==> src/rtl/exe_alu_stage_pkg.sv <==
// Shared execute-stage definitions: widths, ALUOp codes and FSM states.
package exe_alu_stage_pkg;

    localparam int XLEN    = 32;
    localparam int ALUOP_W = 8;
    localparam int RADDR_W = 5;
    localparam int SHAMT_W = 5;

    localparam logic RST_ENABLE  = 1'b0;
    localparam logic WRT_ENABLE  = 1'b1;
    localparam logic WRT_DISABLE = 1'b0;

    localparam logic [ALUOP_W-1:0] ALU_ZERO  = 8'h00;
    localparam logic [ALUOP_W-1:0] ALU_ADDI  = 8'h20;
    localparam logic [ALUOP_W-1:0] ALU_ANDI  = 8'h24;
    localparam logic [ALUOP_W-1:0] ALU_ORI   = 8'h25;
    localparam logic [ALUOP_W-1:0] ALU_XORI  = 8'h26;
    localparam logic [ALUOP_W-1:0] ALU_SLTI  = 8'h2a;
    localparam logic [ALUOP_W-1:0] ALU_SLTIU = 8'h2b;
    localparam logic [ALUOP_W-1:0] ALU_SLLI  = 8'h7c;

    typedef enum logic {
        EXE_IDLE  = 1'b0,
        EXE_SHIFT = 1'b1
    } exe_state_e;

endpackage

==> src/rtl/exe_alu_stage_serial_shifter.sv <==
// One-bit-per-cycle left shifter, built only with EXE_SERIAL_SHIFT_EN.
`ifdef EXE_SERIAL_SHIFT_EN
module exe_serial_shifter
    import exe_alu_stage_pkg::*;
(
    input  logic               clk,
    input  logic               rst,
    input  logic               start,
    input  logic [SHAMT_W-1:0] shamt,
    input  logic [XLEN-1:0]    din,
    output logic               done,
    output logic [XLEN-1:0]    dout
);

    localparam logic [SHAMT_W-1:0] CNT_ONE = 1;

    logic [SHAMT_W-1:0] cnt_q, cnt_d;
    logic [XLEN-1:0]    data_q, data_d;

    // First bit is shifted on the start edge so shamt shifts take shamt cycles.
    always_comb begin
        cnt_d  = cnt_q;
        data_d = data_q;
        if (start) begin
            data_d = din << 1;
            cnt_d  = shamt - CNT_ONE;
        end else if (cnt_q != '0) begin
            data_d = data_q << 1;
            cnt_d  = cnt_q - CNT_ONE;
        end
    end

    always_ff @(posedge clk) begin
        if (rst == RST_ENABLE) begin
            cnt_q  <= '0;
            data_q <= '0;
        end else begin
            cnt_q  <= cnt_d;
            data_q <= data_d;
        end
    end

    assign done = (cnt_q == '0);
    assign dout = data_q;

endmodule
`endif

==> src/rtl/exe_alu_stage.sv <==
// Execute stage: I-type ALU, EXE_MEM output register and shift FSM.
// EXE_SERIAL_SHIFT_EN selects a serial SLLI instead of a barrel shift.
module exe_alu_stage
    import exe_alu_stage_pkg::*;
(
    input  logic               clk_i_EXE,
    input  logic               rst_i_EXE,
    input  logic               valid_i_EXE,
    input  logic [ALUOP_W-1:0] ALUOp_i_EXE,
    input  logic               regWrite_i_EXE,
    input  logic [RADDR_W-1:0] rd_i_EXE,
    input  logic [XLEN-1:0]    rs1_data_i_EXE,
    input  logic [XLEN-1:0]    imm_i_EXE,
    input  logic               stall_i_EXE,
    output logic               busy_o_EXE,
    output logic               valid_o_EXE,
    output logic [XLEN-1:0]    result_o_EXE,
    output logic [RADDR_W-1:0] rd_o_EXE,
    output logic               regWrite_o_EXE
);

    exe_state_e         state_q, state_d;
    logic               valid_q, valid_d;
    logic [XLEN-1:0]    result_q, result_d;
    logic [RADDR_W-1:0] rd_q, rd_d;
    logic               wr_q, wr_d;

    logic               accept;
    logic               op_ok;
    logic               wr_en;
    logic [XLEN-1:0]    alu_res;
    logic [SHAMT_W-1:0] shamt;
    logic               slt;
    logic               sltu;

    assign shamt      = imm_i_EXE[SHAMT_W-1:0];
    assign slt        = $signed(rs1_data_i_EXE) < $signed(imm_i_EXE);
    assign sltu       = rs1_data_i_EXE < imm_i_EXE;
    assign busy_o_EXE = stall_i_EXE | (state_q != EXE_IDLE);
    assign accept     = valid_i_EXE & ~busy_o_EXE;

    always_comb begin
        alu_res = '0;
        op_ok   = 1'b1;
        unique case (ALUOp_i_EXE)
            ALU_ADDI:  alu_res = rs1_data_i_EXE + imm_i_EXE;
            ALU_ANDI:  alu_res = rs1_data_i_EXE & imm_i_EXE;
            ALU_ORI:   alu_res = rs1_data_i_EXE | imm_i_EXE;
            ALU_XORI:  alu_res = rs1_data_i_EXE ^ imm_i_EXE;
            ALU_SLTI:  alu_res = {{(XLEN-1){1'b0}}, slt};
            ALU_SLTIU: alu_res = {{(XLEN-1){1'b0}}, sltu};
`ifdef EXE_SERIAL_SHIFT_EN
            // Only the shamt==0 case bypasses the serial shifter.
            ALU_SLLI:  alu_res = rs1_data_i_EXE;
`else
            ALU_SLLI:  alu_res = rs1_data_i_EXE << shamt;
`endif
            default:   op_ok   = 1'b0;
        endcase
    end

    assign wr_en = regWrite_i_EXE & op_ok & (rd_i_EXE != '0);

`ifdef EXE_SERIAL_SHIFT_EN
    logic               sh_start;
    logic               sh_done;
    logic [XLEN-1:0]    sh_dout;
    logic [RADDR_W-1:0] prd_q, prd_d;
    logic               pwr_q, pwr_d;

    assign sh_start = accept & (ALUOp_i_EXE == ALU_SLLI) & (shamt != '0);

    exe_serial_shifter u_shifter (
        .clk   (clk_i_EXE),
        .rst   (rst_i_EXE),
        .start (sh_start),
        .shamt (shamt),
        .din   (rs1_data_i_EXE),
        .done  (sh_done),
        .dout  (sh_dout)
    );
`endif

    always_comb begin
        state_d  = state_q;
        valid_d  = valid_q;
        result_d = result_q;
        rd_d     = rd_q;
        wr_d     = wr_q;
`ifdef EXE_SERIAL_SHIFT_EN
        prd_d    = prd_q;
        pwr_d    = pwr_q;
`endif
        unique case (state_q)
            EXE_IDLE: begin
`ifdef EXE_SERIAL_SHIFT_EN
                if (sh_start) begin
                    state_d = EXE_SHIFT;
                    valid_d = 1'b0;
                    prd_d   = rd_i_EXE;
                    pwr_d   = wr_en;
                end else
`endif
                if (accept) begin
                    valid_d  = 1'b1;
                    result_d = alu_res;
                    rd_d     = rd_i_EXE;
                    wr_d     = wr_en;
                end else if (!stall_i_EXE) begin
                    valid_d = 1'b0;
                end
            end
            EXE_SHIFT: begin
`ifdef EXE_SERIAL_SHIFT_EN
                // A stall at completion parks here with the count at zero.
                if (!stall_i_EXE) begin
                    if (sh_done) begin
                        state_d  = EXE_IDLE;
                        valid_d  = 1'b1;
                        result_d = sh_dout;
                        rd_d     = prd_q;
                        wr_d     = pwr_q;
                    end else begin
                        valid_d = 1'b0;
                    end
                end
`else
                state_d = EXE_IDLE;
`endif
            end
            default: state_d = EXE_IDLE;
        endcase
    end

    always_ff @(posedge clk_i_EXE) begin
        if (rst_i_EXE == RST_ENABLE) begin
            state_q  <= EXE_IDLE;
            valid_q  <= 1'b0;
            result_q <= '0;
            rd_q     <= '0;
            wr_q     <= WRT_DISABLE;
`ifdef EXE_SERIAL_SHIFT_EN
            prd_q    <= '0;
            pwr_q    <= WRT_DISABLE;
`endif
        end else begin
            state_q  <= state_d;
            valid_q  <= valid_d;
            result_q <= result_d;
            rd_q     <= rd_d;
            wr_q     <= wr_d;
`ifdef EXE_SERIAL_SHIFT_EN
            prd_q    <= prd_d;
            pwr_q    <= pwr_d;
`endif
        end
    end

    assign valid_o_EXE    = valid_q;
    assign result_o_EXE   = result_q;
    assign rd_o_EXE       = rd_q;
    assign regWrite_o_EXE = wr_q;

endmodule

==> config.mk <==
export PLATFORM = sky130hd
export DESIGN_NAME = exe_alu_stage
export DESIGN_NICKNAME = d
export VERILOG_FILES = /design/src/rtl/exe_alu_stage_pkg.sv /design/src/rtl/exe_alu_stage_serial_shifter.sv /design/src/rtl/exe_alu_stage.sv
export SDC_FILE = /design/constraint.sdc
export NUM_CORES = 1
export LEC_CHECK = 0
export ABC_AREA = 1
export CAP_MARGIN = 25
export CORE_MARGIN = 10
export CORE_UTILIZATION = 56
export CTS_CLUSTER_DIAMETER = 120
export DETAILED_ROUTE_END_ITERATION = 16
export GPL_ROUTABILITY_DRIVEN = 1
export PLACE_DENSITY = 0.9
export SKIP_CTS_REPAIR_TIMING = 1
export SLEW_MARGIN = 20
export SYNTH_ARGS = -nofsm -noshare
export SYNTH_HDL_FRONTEND = slang
export SYNTH_HIERARCHICAL = 1
export SYNTH_SLANG_ARGS = --single-unit
export TNS_END_PERCENT = 10
==> constraint.sdc <==
create_clock -name clk_i_EXE -period 2.5 [get_ports clk_i_EXE]
set_input_delay 0.375 -clock clk_i_EXE [delete_from_list [all_inputs] [get_ports clk_i_EXE]]
set_output_delay 0.375 -clock clk_i_EXE [all_outputs]
set_load 0.02 [all_outputs]
Yosys cells after proc, flatten, opt, wreduce, memory -nomap -nowiden
Index checks and enable logic that the tools add are counted.
Widths: inputs -> output; s select.
{ "word_totals": {"regBits": 39, "wordCells": 29, "in_bits": 82, "output_inout_bits": 40} }
{ "op_classes": {"shifts": 1, "eq_ne": 8, "bitwise_logic": 7, "magnitude_cmp": 2, "muxes": 4, "n_reduce_logical": 2, "addsub": 1} }
{ "op_table": {"columns": ["operator", "count"], "rows": [
  ["$pmux 32 s7", 1],
  ["$lt 32x32->1", 2],
  ["$eq 8x6->1 const B", 6],
  ["$add 32x32->32", 1],
  ["$and 32x32->32", 1],
  ["$or 32x32->32", 1],
  ["$shl 32x5->32", 1],
  ["$xor 32x32->32", 1],
  ["$eq 8x7->1 const B", 1],
  ["$reduce_or 7->1", 1],
  ["$reduce_bool 5->1", 1],
  ["$and 1x1->1", 3],
  ["$mux 1", 3],
  ["$ne 2x1->1 const B", 1],
  ["$not 1->1", 1]
]} }

Longest topological paths before layout
Gate-level depths: netlist (run 1).
{ "logic_depth": {"depth_word": 5, "ltp_mapped": 18, "mapped_depth_nobuf": 17} }

Worst setup path before layout (run 1)
Ideal clock, no wire load.
{ "synth_timing": {"path_kind": "in2reg", "startpoint": "input imm_i_EXE[3]", "endpoint": "register result_q[10] (netlist: result_o_EXE[10])", "path_buffers": 1, "setup_slack_ns": 0.221, "t_arrival_ns": 2.145, "t_required_ns": 2.366, "setup_time_ns": 0.134, "stages": 14, "path_cell_list": "clkinv_1 > clkbuf_1 > ha_1 > a21oi_1 > nand2_2 > nand2_1 > nand2_2 > nand2_1 > nand2_1 > or2_2 > nand3_1 > nand3_1 > nand2_1 > a21oi_1"} }
{ "synth_between": {"elab_chain_cells": 2, "elab_cells_between_ends": 3, "classes_between": "1 x add/sub; 1 x shift; 1 x mux"} }
{ "synth_lines": {"columns": ["item", "line_no", "text"], "rows": [
  ["start: declaration", "exe_alu_stage.sv:13", "input logic [XLEN-1:0] imm_i_EXE,"],
  ["$add 32x32->32 / $shl 32x5->32 (equally long branches)", "exe_alu_stage.sv:46, exe_alu_stage.sv:56", null],
  ["$pmux 32 s7 *", "exe_alu_stage.sv:45", "unique case (ALUOp_i_EXE)"],
  ["end signal: assignment", "exe_alu_stage.sv:149", "result_q <= result_d;"],
  ["end: declaration", "exe_alu_stage.sv:24", "logic [XLEN-1:0] result_q, result_d;"]
]} }
Mark *: on every way between the ends. The rest lies on a longest branch, timed or not.
A chain may end at the register's enable or synchronous reset.

Worst setup path in the final report (run 1)
{ "layout_timing": {"startpoint": "input rs1_data_i_EXE[7]", "endpoint": "register result_q[30] (netlist: result_o_EXE[30])"} }
{ "layout_between": {"elab_chain_cells": 2, "elab_cells_between_ends": 3, "classes_between": "1 x add/sub; 1 x shift; 1 x mux"} }
{ "layout_lines": {"columns": ["item", "line_no", "text"], "rows": [
  ["start: declaration", "exe_alu_stage.sv:12", "input logic [XLEN-1:0] rs1_data_i_EXE,"],
  ["$add 32x32->32 / $shl 32x5->32 (equally long branches)", "exe_alu_stage.sv:46, exe_alu_stage.sv:56", null],
  ["$pmux 32 s7 *", "exe_alu_stage.sv:45", null]
]} }
Marked as above.

==> impl_results.md, run 1 <==
- Global-route wire length before repair: 52,900 um
- Number of enable flip-flop cells after synthesis: 0
- Worst hold path class: reg -> reg
- Most frequent CP cell: nand2_1
- Worst reg2reg startpoint: rd_o_EXE[3]
- Register area share after synthesis: between 10 and 15%
- Count leader, synth: nand2_1
- Worst-Margin Slew: roughly 0.66 ns
- H-Tree Depth: 2
- Die height: 136 um
- Synth area leaders: nand2_1, ha_1, nand3_1, dfxtp_1, inv_1
- Yosys top cell by area: nand2_1
- Crit-path slowest cell: clkdlybuf4s50_1
- Cell Int Power: between 1500 and 2000 uW
- Total CTS buffers: 5
- Hold path start: valid_o_EXE
- Finished Core Util: 79.4%
- Routed WL: 35,200 um
- DP Area: between 10,000 and 15,000 sq um
- Yosys warns: 6
- CTS tree: built
- Ports: 122
- Status: finished, final reports clean
- RSZ-0062 raised after global routing: true
- PnR worst setup slack: slightly above 0.02 ns
- GRT overflow: 0
- Sw frac: 40.2%
- CP startpoint: rs1_data_i_EXE[7]
- Cell Rows: 42
- Synth unique cells: 48
- Critical path arrival: approximately 2.7 ns
- Setup Skew: 0 ns
- DRT iter0 DRCs: 1,777
- Worst vdd ir: roughly 0.00025 V
- Clk buf depth: 2
- Design area: ~10,000 sq um
- Relative slew slack: approximately 56%
- Final Setup Violations: 0
- Number of fill cells in the layout: 1,010
- DRC Markers: 0
- Delay-heaviest family, CP: compound AO/OA/AOI/OAI gates
- Mapped Cells: approximately 1,300
- Largest net degree at the start of global routing: 41
- Post-synth top cells: nand2_1, nand3_1, inv_1
- Final worst-path cycle share: ~100%
- Fmax: 403 MHz
- Maxcap violations: 0
- Layout Nets: ~1,800
- Largest stage delay, worst path: between 0.4 and 0.5 ns
- Synth-to-layout area growth: 39.1%
- Syn Nets: between 1,500 and 2,000
- Dominant synthesized flop cell: dfxtp_1
- Critical path capture point type: flip-flop
- Core ar.: between 10,000 and 15,000 sq um
- Initial antenna violation count: 0
- Minimum clock period: 2.48 ns
- DIE AREA: 18,500 sq um
- Critical Path RT: 2.74 ns
- Clock latency on the worst-skew pair: ~0.29 ns
- CP max FO: 5
- Startpoint types: input port
- Asr flop ratio synth: 0%
- Clk pin slew, worst setup/hold paths: about 0.06 ns
- DRT Pass-1 Iters: 10
- Vias per cell: 6.00
- Critical path type: in -> reg
- Post-synthesis sequential element count: 39
- Lkg Pwr: roughly 0.0053 uW
- Die Width: about 140 um
- Vias: about 11,000
- Post-synth top area share: 19.9%
- Netlist Area Pre-Place: around 7500 sq um
- Final Hold Viols: 0
- Buf/Inv on CP: 2
- Detailed placement HPWL: ~28,000 um
- Pre-CTS setup slack: -0.238 ns
- Max Slew Vio Count: 0
- Clk sinks: 39
- Final GP Congestion: between 1 and 1.5
- Ant diodes: 0
- Avg Cell Area, Syn: about 5.6 sq um
- Critical-path cell list: clkdlybuf4s50_1 -> inv_1 -> ha_1 -> a21oi_1 -> o21ai_0 -> a21oi_1 -> nand2_2 -> nand2_1 -> nand2_1 -> nand2_1 -> nand3_1 -> nand2_1 -> nand2_1 -> a21oi_2
- Antenna Nets Post-Route: 0
- Cell Pwr Density: between 300 and 400 nW/um^2
- Vias in the first global route: about 10,000
- Combinational Power Share: between 50% and 60%
- Fraction of layout instances using a drive strength above 1: about 18%
- Psw: approximately 1300 uW
- Sequential power share: 19.9%
- Root buffer cell: clkbuf_16
- GRT Total Usage: between 30% and 40%
- Port Buf Inserts: approximately 120
- Clk pwr share: 27.0%
- Initial Utilization: a little under three fifths
- Avg WL per Cell: between 15 and 20 um
## registers in the layout (all words and copies together), names as in the netlist
register        count
rd_o_EXE            5
result_o_EXE       32
valid_o_EXE         1
regWrite_o_EXE      1
## layout make-up
cell class              count  area, sq um  share of cell area (%)
multi-input cells        1065         5870                    56.0
repair buffers            309         2740                    26.2
flip-flops and latches     39          781                    7.45
inverters                 179          678                    6.47
well taps                 176          220                    2.10
clock buffers               6          129                    1.23
clock inverters             2         60.1                   0.573
## logic make-up (layout without fill, tap and decap cells)
| family | after synthesis | in the layout | share of synthesized area, % |
|---|---|---|---|
| and+or+nand+nor | 730 | 730 | 42.0 |
| xor gates and xnor gates | 1 | 1 | 0.116 |
| AOI/OAI and AO/OA | 236 | 236 | 18.0 |
| DFF | 39 | 39 | 10.4 |
| buffers and inverters | 231 | 496 | 13.2 |
| adders and majority gates | 98 | 98 | 16.4 |
## tightest hold or removal path, delay by kind of cell, from the launching register on
| family | cells | cell delay [ns] |
|---|---|---|
| compound gates | 1 | 0.05 |
| flops | 1 | 0.31 |
| simple gates | 1 | 0.05 |
## through the flow
stage          total power (uW)  hold WS [ns]  TNS (ns)  instances
2_1_floorplan              1470         0.510         0       1335
3_3_place_gp               2180         0.445     -2.41       1767
3_5_place_dp               2210         0.454     -4.15       1767
4_1_cts                    3070         0.462         0       1775
5_1_grt                    3320         0.479    -0.447       1776
6_report                   3180         0.460         0       1776
## power groups by stage
stage / Sequential [uW] / Clock [uW] / Combinational [uW]
global placement: 647 / 0 / 1530
CTS: 633 / 851 / 1580
detailed placement: 647 / 0 / 1570
floorplan: 655 / 0 / 811
finish: 633 / 860 / 1690
global route: 634 / 882 / 1800
## layout by cell type, fill, tap and decap left out, types with 39 or more instances in the layout
| cell type | n |
|---|---|
| nand3_1 | 171 |
| nor2_1 | 88 |
| ha_1 | 88 |
| dfxtp_1 | 39 |
| buf_4 | 178 |
| nand2_1 | 394 |
| a21oi_1 | 95 |
| clkdlybuf4s50_1 | 120 |
| inv_1 | 166 |
| o21ai_0 | 44 |
## routing by layer
layer,GRT usage (%),vias up,part of all wire (%)
met4,25.1,0,8.4
met5,0,-,0
li1,-,4881,-
met1,42.1,4703,36
met3,8.38,233,12
met2,57.1,841,43
## worst paths after layout
| kind | end | slack (ns) | cells past startpoint |
|---|---|---|---|
| max reg2reg | rd_o_EXE[3] | 1.74 | 2 |
| min | valid_o_EXE | 0.46 | 2 |
| min reg2reg | valid_o_EXE | 0.46 | 2 |
| max | result_o_EXE[30] | 0.02 | 14 |
Note: power is estimated with default switching activity, not from simulation.
==> inputs of run 2 (changes only) <==
Settings changed: SKIP_LAST_GASP from default to 1.
==> run 2 against run 1 <==
  * The run now ends with negative setup slack left
  * Register-to-register slack gained 0.07 ns
  * Sequential cell count is the same
  * Via count shrank 0.38%
  * Clock skew is the same
  * Clock power shrank 0.5%
  * Cell count is the same
  * Global-route usage is the same
  * Non-clock buffer count is the same
  * Setup slack lost 0.055 ns
  * Critical path depth is the same
  * Core utilization shrank 0.37 points
  * Critical endpoint unchanged
  * Largest cell class unchanged
  * Highest routed layer unchanged
==> impl_results.md, run 2 (synthesized netlist as in run 1, its figures left out) <==
- Commonest non-fill, non-tap cells in the layout: nand2_1, buf_4, nand3_1, inv_1, clkdlybuf4s50_1
- Setup Skew: 0 ns (unchanged)
- Worst-Margin Slew: 0.638 ns (-0.0220 ns)
- GRT Total Usage: 36.0% (unchanged)
- Synth-to-layout area growth: 38.4%
- Total CTS buffers: 5 (unchanged)
- Ports: 122 (unchanged)
- Overall Power: 3150 uW (-0.98%)
- Avg WL per Cell: 19.5 um (-1.4%)
- Worst reg2reg path depth: 2 (unchanged)
- Initial Utilization: 57.1% (unchanged)
- Status: finished with violations
- Buf/Inv on CP: 2 (unchanged)
- CP max FO: 7 (+2)
- Antenna Nets Post-Route: 0 (unchanged)
- Failing checks: negative setup slack
- Minimum clock period: 2.53 ns (+0.0551 ns)
- Clk pin slew, worst setup/hold paths: 0.07 ns (about the same)
- Worst vdd ir: 0.000246 V (-2.0%)
- Vias in the first global route: 10,100 (unchanged)
- Worst Hold Path Cells: 2 (unchanged)
- Cell Rows: 42 (unchanged)
- Final worst-path cycle share: 101% (+2.2 points)
- Hold path start: valid_o_EXE
- Relative slew slack: 57.5% (+1.5 points)
- DRT Pass-1 Iters: 8 (-2)
- Die height: 136 um (unchanged)
- Clk buf depth: 2 (unchanged)
- Startpoint types: input port
- Routed WL: 34,700 um (-1.4%)
- Core ar.: 13,200 sq um (unchanged)
- RSZ-0062 raised after global routing: true
- Reg2reg setup slack: 1.81 ns (+0.07 ns)
- Root buffer cell: clkbuf_16
- GRT overflow: 0 (unchanged)
- Clock latency on the worst-skew pair: 0.29 ns (about the same)
- Cell Pwr Density: 302 nW/um^2 (-0.51%)
- Final Hold Viols: 0 (unchanged)
- Critical path type: in -> reg
- Number of fill cells in the layout: 1,023 (+1.3%)
- Max Slew Vio Count: 0 (unchanged)
- DP Area: 10,200 sq um (unchanged)
- H-Tree Depth: 2 (unchanged)
- Critical path depth: 14 (unchanged)
- Critical-path cell list: clkdlybuf4s50_1 -> inv_1 -> ha_1 -> a21oi_1 -> o21ai_0 -> a21oi_1 -> nand2_2 -> nand2_1 -> nand2_1 -> nand2_1 -> nand3_1 -> nand2_1 -> nand2_1 -> a21oi_2
- Worst hold path class: reg -> reg
- PnR worst setup slack: -0.0348 ns (-0.0551 ns)
- Final GP Congestion: 1.08 (unchanged)
- Most frequent CP cell: nand2_1
- Worst reg2reg startpoint: result_o_EXE[16]
- Vias: 10,600 (-0.38%)
- DIE AREA: 18,500 sq um (unchanged)
- Critical path arrival: 2.77 ns (+0.05 ns)
- DRT iter0 DRCs: 1,636 (-7.9%)
- Die Width: 136 um (unchanged)
- Detailed placement HPWL: 27,700 um (unchanged)
- Reg2reg end: result_o_EXE[16]
- Layout Nets: 1,779 (unchanged)
- Largest stage delay, worst path: 0.51 ns (+0.03 ns)
- Critical Path RT: 2.74 ns (about the same)
- Max FFs per register: 32 (unchanged)
- WHS Endpoint: valid_o_EXE
- Crit-path slowest cell: clkdlybuf4s50_1
- Clk sinks: 39 (unchanged)
- Port Buf Inserts: 121 (unchanged)
- Initial antenna violation count: 0 (unchanged)
- Largest net degree at the start of global routing: 41 (unchanged)
- Ant diodes: 0 (unchanged)
- Fmax: 395 MHz (-2.2%)
- Lkg Pwr: 0.00533 uW (about the same)
- Global-route wire length before repair: 52,900 um (unchanged)
- Vias per cell: 5.98 (-0.38%)
- DRC Markers: 0 (unchanged)
- Most common cell after layout, fill and taps aside: nand2_1
- Maxcap violations: 0 (unchanged)
- Design area: 10,400 sq um (-0.47%)
- CTS tree: built
- Fraction of layout instances using a drive strength above 1: 17.4% (-0.81 points)
- Delay-heaviest family, CP: compound AO/OA/AOI/OAI gates
- Final Setup Violations: 6 (+6)
- Critical path capture point type: flip-flop
-- run 2: worst max path at each step --
stage	slack, ns	from	to
after floorplan	0.22	imm_i_EXE[3]	result_o_EXE[10]
after global placement	-0.17	imm_i_EXE[3]	result_o_EXE[10]
after detailed placement	-0.24	rs1_data_i_EXE[0]	result_o_EXE[30]
after CTS	0.04	rs1_data_i_EXE[0]	result_o_EXE[16]
after global routing	-0.09	rs1_data_i_EXE[14]	result_o_EXE[31]
final	-0.03	imm_i_EXE[9]	result_o_EXE[30]
-- run 2: report_power, final --
group          internal, uW  total, uW  switching [uW]
Combinational           691       1660             968
Clock                   573        856             283
Sequential              629        633            4.39
-- run 2: per-layer routing --
metal / vias up / share of wire, % / global-route usage (%)
li1: 4883 / - / -
met2: 808 / 44 / 57.1
met3: 223 / 12 / 8.38
met1: 4704 / 36 / 42.1
met5: - / 0 / 0
met4: 0 / 8.3 / 25.1
-- run 2: layout make-up --
| class | instances | area, sq um | area share, % |
|---|---|---|---|
| Tap cell | 176 | 220 | 2.11 |
| Timing Repair Buffer | 309 | 2740 | 26.3 |
| Inverter | 179 | 678 | 6.50 |
| Clock inverter | 2 | 60.1 | 0.576 |
| Multi-Input combinational cell | 1065 | 5820 | 55.8 |
| Clock buffer | 6 | 129 | 1.24 |
| Sequential cell | 39 | 781 | 7.49 |
-- run 2: worst register-to-register path, delay by kind of cell (launching register included) --
kind | cells | cell delay (ns)
flops | 1 | 0.39
compound gates | 1 | 0.15
simple gates | 1 | 0.09
-- run 2: metrics by stage --
step | worst slack [ns] | hold WS [ns] | util (%) | std cells | TNS, ns
3_5_place_dp | -0.238 | 0.454 | 77.2 | 1767 | -4.15
4_1_cts | 0.0427 | 0.462 | 78.6 | 1775 | 0
2_1_floorplan | 0.221 | 0.510 | - | 1335 | 0
6_report | -0.0348 | 0.461 | 79.1 | 1776 | -0.132
3_3_place_gp | -0.174 | 0.445 | 77.2 | 1767 | -2.41
5_1_grt | -0.0918 | 0.479 | 79.1 | 1776 | -0.916
